File: config.mk
export PLATFORM = sky130hd
export DESIGN_NAME = pmem_arbiter
export DESIGN_NICKNAME = d
export VERILOG_FILES = /design/src/rtl/pmem_arbiter.sv
export SDC_FILE = /design/constraint.sdc
export NUM_CORES = 1
export LEC_CHECK = 0
export ABC_CLOCK_PERIOD_IN_PS = 2300
export CAP_MARGIN = 25
export CORE_AREA = 2 2 544 546
export CTS_BUF_LIST = sky130_fd_sc_hd__clkbuf_8
export DETAILED_ROUTE_END_ITERATION = 10
export DIE_AREA = 0 0 546 548
export GPL_TIMING_DRIVEN = 0
export SLEW_MARGIN = 40
export SYNTH_ARGS = -nofsm -noshare
export SYNTH_HDL_FRONTEND = slang
export SYNTH_SLANG_ARGS = --single-unit
File: constraint.sdc
create_clock -name clk -period 2.3 [get_ports clk]
set_input_delay 0.69 -clock clk [delete_from_list [all_inputs] [get_ports clk]]
set_output_delay 0.69 -clock clk [all_outputs]
set_load 0.03 [all_outputs]
File: src/rtl/pmem_arbiter.sv
// Arbitrates the single cacheline-adapter port between I-cache and D-cache, one transfer at a time.
// Optional build macro ARB_ROUND_ROBIN_EN: simultaneous requests alternate instead of favouring D.
module pmem_arbiter #(
    parameter int unsigned s_line = 256,
    parameter int unsigned s_addr = 32
) (
    input  logic              clk,
    input  logic              rst,

    input  logic              i_pmem_read,
    input  logic [s_addr-1:0] i_pmem_address,
    output logic [s_line-1:0] i_pmem_rdata,
    output logic              i_pmem_resp,

    input  logic              d_pmem_read,
    input  logic              d_pmem_write,
    input  logic [s_addr-1:0] d_pmem_address,
    input  logic [s_line-1:0] d_pmem_wdata,
    output logic [s_line-1:0] d_pmem_rdata,
    output logic              d_pmem_resp,

    output logic              pmem_read,
    output logic              pmem_write,
    output logic [s_addr-1:0] pmem_address,
    output logic [s_line-1:0] pmem_wdata,
    input  logic [s_line-1:0] pmem_rdata,
    input  logic              pmem_resp
);

    typedef enum logic [1:0] {
        IDLE    = 2'd0,
        SERVE_I = 2'd1,
        SERVE_D = 2'd2
    } state_t;

    state_t r_state;
    state_t w_next_state;
    state_t w_tie_state;
    logic   w_i_req;
    logic   w_d_req;

    assign w_i_req = i_pmem_read;
    assign w_d_req = d_pmem_read | d_pmem_write;

    // Read data is broadcast; only the resp pulse identifies the owner.
    assign i_pmem_rdata = pmem_rdata;
    assign d_pmem_rdata = pmem_rdata;

`ifdef ARB_ROUND_ROBIN_EN
    typedef enum logic {
        GRANT_I = 1'b0,
        GRANT_D = 1'b1
    } grant_t;

    grant_t r_last_grant;

    // Remembers who completed most recently so ties alternate.
    always_ff @(posedge clk) begin
        if (!rst) begin
            r_last_grant <= GRANT_I;
        end else if (pmem_resp && (r_state == SERVE_I)) begin
            r_last_grant <= GRANT_I;
        end else if (pmem_resp && (r_state == SERVE_D)) begin
            r_last_grant <= GRANT_D;
        end
    end

    assign w_tie_state = (r_last_grant == GRANT_I) ? SERVE_D : SERVE_I;
`else
    assign w_tie_state = SERVE_D;
`endif

    always_ff @(posedge clk) begin
        if (!rst) begin
            r_state <= IDLE;
        end else begin
            r_state <= w_next_state;
        end
    end

    // Next state and pmem/resp steering; a completing resp takes precedence over an abort.
    always_comb begin
        w_next_state = r_state;
        pmem_read    = 1'b0;
        pmem_write   = 1'b0;
        pmem_address = '0;
        pmem_wdata   = '0;
        i_pmem_resp  = 1'b0;
        d_pmem_resp  = 1'b0;

        unique case (r_state)
            IDLE: begin
                if (w_i_req && w_d_req) begin
                    w_next_state = w_tie_state;
                end else if (w_d_req) begin
                    w_next_state = SERVE_D;
                end else if (w_i_req) begin
                    w_next_state = SERVE_I;
                end
            end
            SERVE_I: begin
                pmem_read    = i_pmem_read;
                pmem_address = i_pmem_address;
                if (pmem_resp) begin
                    i_pmem_resp  = 1'b1;
                    w_next_state = IDLE;
                end else if (!w_i_req) begin
                    w_next_state = IDLE;
                end
            end
            SERVE_D: begin
                pmem_read    = d_pmem_read & ~d_pmem_write;
                pmem_write   = d_pmem_write;
                pmem_address = d_pmem_address;
                pmem_wdata   = d_pmem_wdata;
                if (pmem_resp) begin
                    d_pmem_resp  = 1'b1;
                    w_next_state = IDLE;
                end else if (!w_d_req) begin
                    w_next_state = IDLE;
                end
            end
            default: begin
                w_next_state = IDLE;
            end
        endcase
    end

endmodule

==> impl_metrics.toml <==
[sta]
rsz0062_at_grt = "true"
fmax_mhz = 406.6
setup_ws_ns = -0.1594
setup_viol = 146
worstMarginPinSlew_ns = 0.8508
fin_crit_sh_pct = 106.9
drv_slew = 0
fin_skew_ns = 0.002792
hold_viol = 0
fin_crit_ns = 2.459
slew_headroom_pct = 43.50

[logic_synthesis]
ys_seq_area_share_pct = 0.6401
yosys.area_share.simple_pct = 29.65
synth-xor-area-share_pct = 0
synth_area_mm2 = 0.006255
muxShareOfSynthArea_pct = 0
syn_nets = 1482
synth_fa_ha_area_share_pct = 0.6001
synth_top_family_by_area = "buffers and inverters"
synth_compound_area_share_pct = 4.781
synth_cells = 897
syn_avg_cell_area_um2 = 6.973
ys_types = 19
ys_ff_latch = 2
yosys_warnings = 0

[power]
switchingPower_mw = 5.052
power_density_mw_per_mm2 = 368.3
power_frac_seq_pct = 0.5
p_total_mw = 8.803
internal_power_mw = 3.751
pwr-share-clk_pct = 1.6
p_leak_nw = 9.464
ir_drop_mv = 0.1665
power_frac_comb_pct = 97.9
swShare_pct = 57.39

[die]
pin_count = 1386
start_util_pct = 2.134
rows = 199
die_height_um = 548
die_area_mm2 = 0.2992
die_x_um = 546
coreArea_mm2 = 0.2931

[run_status]
status = "finished, violations left"
violations = "negative setup slack"

[clocking]
clock_sinks = 2
cts_max_path_buffers = 2
clkTransAtPathRegs_ns = 0.03
cts-root-buf = "clkbuf_8"
clk_latency_ns = 0.21
cts_max_level = 1
cts_tree = "yes"
postCtsHoldBufs = 0
cts_buffers = 3

[route]
via_per_inst = 1.917
drt_wl_total_um = 220400
avgRoutedWirePerCell_um = 36.28
ant_nets = 0
drc = 0
drt_pass1_iterations = 5
drt_iter0_drc = 429
num_vias = 11643

[place]
gp_congestion = 0.9801
dp_hpwl_um = 213400
io_buffers = 1129
dp.cells = 5946

[layout]
final.fill_count = 34470
layoutNonFillerInstCount = 6075
layout-drive-gt1-share_pct = 50.53
area_growth_pct = 282.2
regMostFlops = "r_state"
largest_reg_flops = 2
multi_input_area_mm2 = 0.002689
ff_latch_area_um2 = 42.54
layout.nets = 2649
reg_top3 = "r_state (2)"

[worst_setup_path]
crit_arrival_ns = 1.77
critPathKind = "reg -> out"
worstPathRequired_ns = 1.61
cp_max_fo = 10
startpoint_type = "flip-flop"
endpoint_kind = "primary output"

[global_routing]
grt_max_degree = 11
gr-total-overflow = 0
antenna_found_initial = 222
grt_pass1_wl_um = 245000
grt_usage_pct = 14.12
grt_pass1_vias = 10948

[run]
maxCapViolations = 0

[worst_hold_path]
hold_path_class = "reg -> reg"
-- logic make-up (layout without fill, tap and decap cells) --
family	count (synthesis)	after routing
compound gates	39	39
fa+ha+maj	3	3
buf+inv	555	1720
flops	2	2
other cells	0	94
simple gates	298	298
-- cell usage after synthesis --
library cell	n	area share, %
a21o_1	1	0.12
a32o_1	1	0.16
nand3b_1	1	0.12
clkbuf_1	28	1.7
buf_2	9	0.72
inv_1	4	0.24
a221oi_2	1	0.24
nor3_1	1	0.080
o221ai_1	1	0.14
o211ai_1	1	0.12
ha_1	3	0.60
nor2b_1	32	3.2
and2_1	260	26
nand2_1	3	0.18
dfxtp_1	2	0.64
a22oi_1	32	3.8
nor2_1	1	0.060
o21ai_1	2	0.16
buf_4	514	62
-- metrics by stage --
step | worst slack, ns | hold WS, ns | util [%] | TNS (ns) | cell area, um2
6_report | -0.1594 | 0.5469 | 8.157 | -4.871 | 23900
5_1_grt | -0.2186 | 0.5591 | 8.108 | -14.46 | 23760
4_1_cts | -0.2147 | 0.5378 | 7.849 | -11.01 | 23000
3_5_place_dp | -1.594 | 0.5190 | 7.602 | -289.46 | 22280
3_3_place_gp | -1.566 | 0.5216 | 7.664 | -313.15 | 22460
2_1_floorplan | 0.1632 | 0.4955 | - | 0 | 6255
-- power groups by stage --
stage | Combinational (mW) | Clock [mW] | Sequential (mW)
2_1_floorplan | 3.45 | 0 | 0.0421
3_3_place_gp | 7.89 | 0 | 0.0426
3_5_place_dp | 7.86 | 0 | 0.0427
4_1_cts | 8.48 | 0.144 | 0.0457
5_1_grt | 8.97 | 0.147 | 0.0468
6_report | 8.62 | 0.137 | 0.0463
-- final timing paths --
check,start,cells past startpoint,slack (ns),end
setup / recovery,r_state[0]$_SDFFE_PN0P_,8,-0.16,pmem_address[5]
hold / removal,r_state[1]$_SDFFE_PN0P_,1,0.55,r_state[1]$_SDFFE_PN0P_
setup reg to reg,r_state[0]$_SDFFE_PN0P_,7,0.77,r_state[1]$_SDFFE_PN0P_
hold reg to reg,r_state[1]$_SDFFE_PN0P_,1,0.55,r_state[1]$_SDFFE_PN0P_
-- layer usage --
metal	vias to the layer above	global-route usage (%)	part of all wire [%]
met1	5178	16.84	41
met5	-	0	0.37
met2	1261	22.20	43
li1	4679	-	-
met4	122	3.024	3.2
met3	403	7.539	12
-- cell usage in the layout (no fill, tap or decap), types with 3 or more instances in the layout --
cell type / n
clkbuf_16: 5
buf_16: 5
buf_6: 167
buf_4: 597
clkdlybuf4s50_1: 582
and2_2: 3
diode_2: 94
buf_12: 37
and2_4: 80
and2_1: 177
nor2b_2: 3
clkbuf_4: 12
dlygate4sd2_1: 226
a22oi_2: 23
nor2b_4: 15
buf_8: 20
buf_2: 49
nor2b_1: 14
ha_4: 3
a22oi_1: 9
clkbuf_8: 12
-- timing repair --
| item | in CTS | in global routing |
|---|---|---|
| cloned | 7 | 3 |
| gates resized for setup | 2193 | 273 |
| pin swaps | 27 | 16 |
| endpoints found under the setup margin | 483 | 286 |
| hold endpoints to repair | 0 | 0 |
| buffers inserted | 20 | 9 |
-- final cells by class --
type                    instances  area share [%]
flip-flops and latches          2          0.1780
clock buffers                   3          0.1727
plain buffers                 549           18.56
diodes                         94          0.9840
well taps                    3919           20.51
inverters                       4         0.07328
repair buffers               1164           48.27
multi-input cells             340           11.25
-- critical path, stage by stage (launching register included) --
cell and delay, ns:
dfxtp_2 0.34, inv_4 0.05, buf_6 0.11, ha_4 0.26, buf_12 0.15, clkbuf_16 0.19
buf_12 0.11, nor2b_4 0.14, buf_6 0.15
Power figures use the tool's default switching activity.
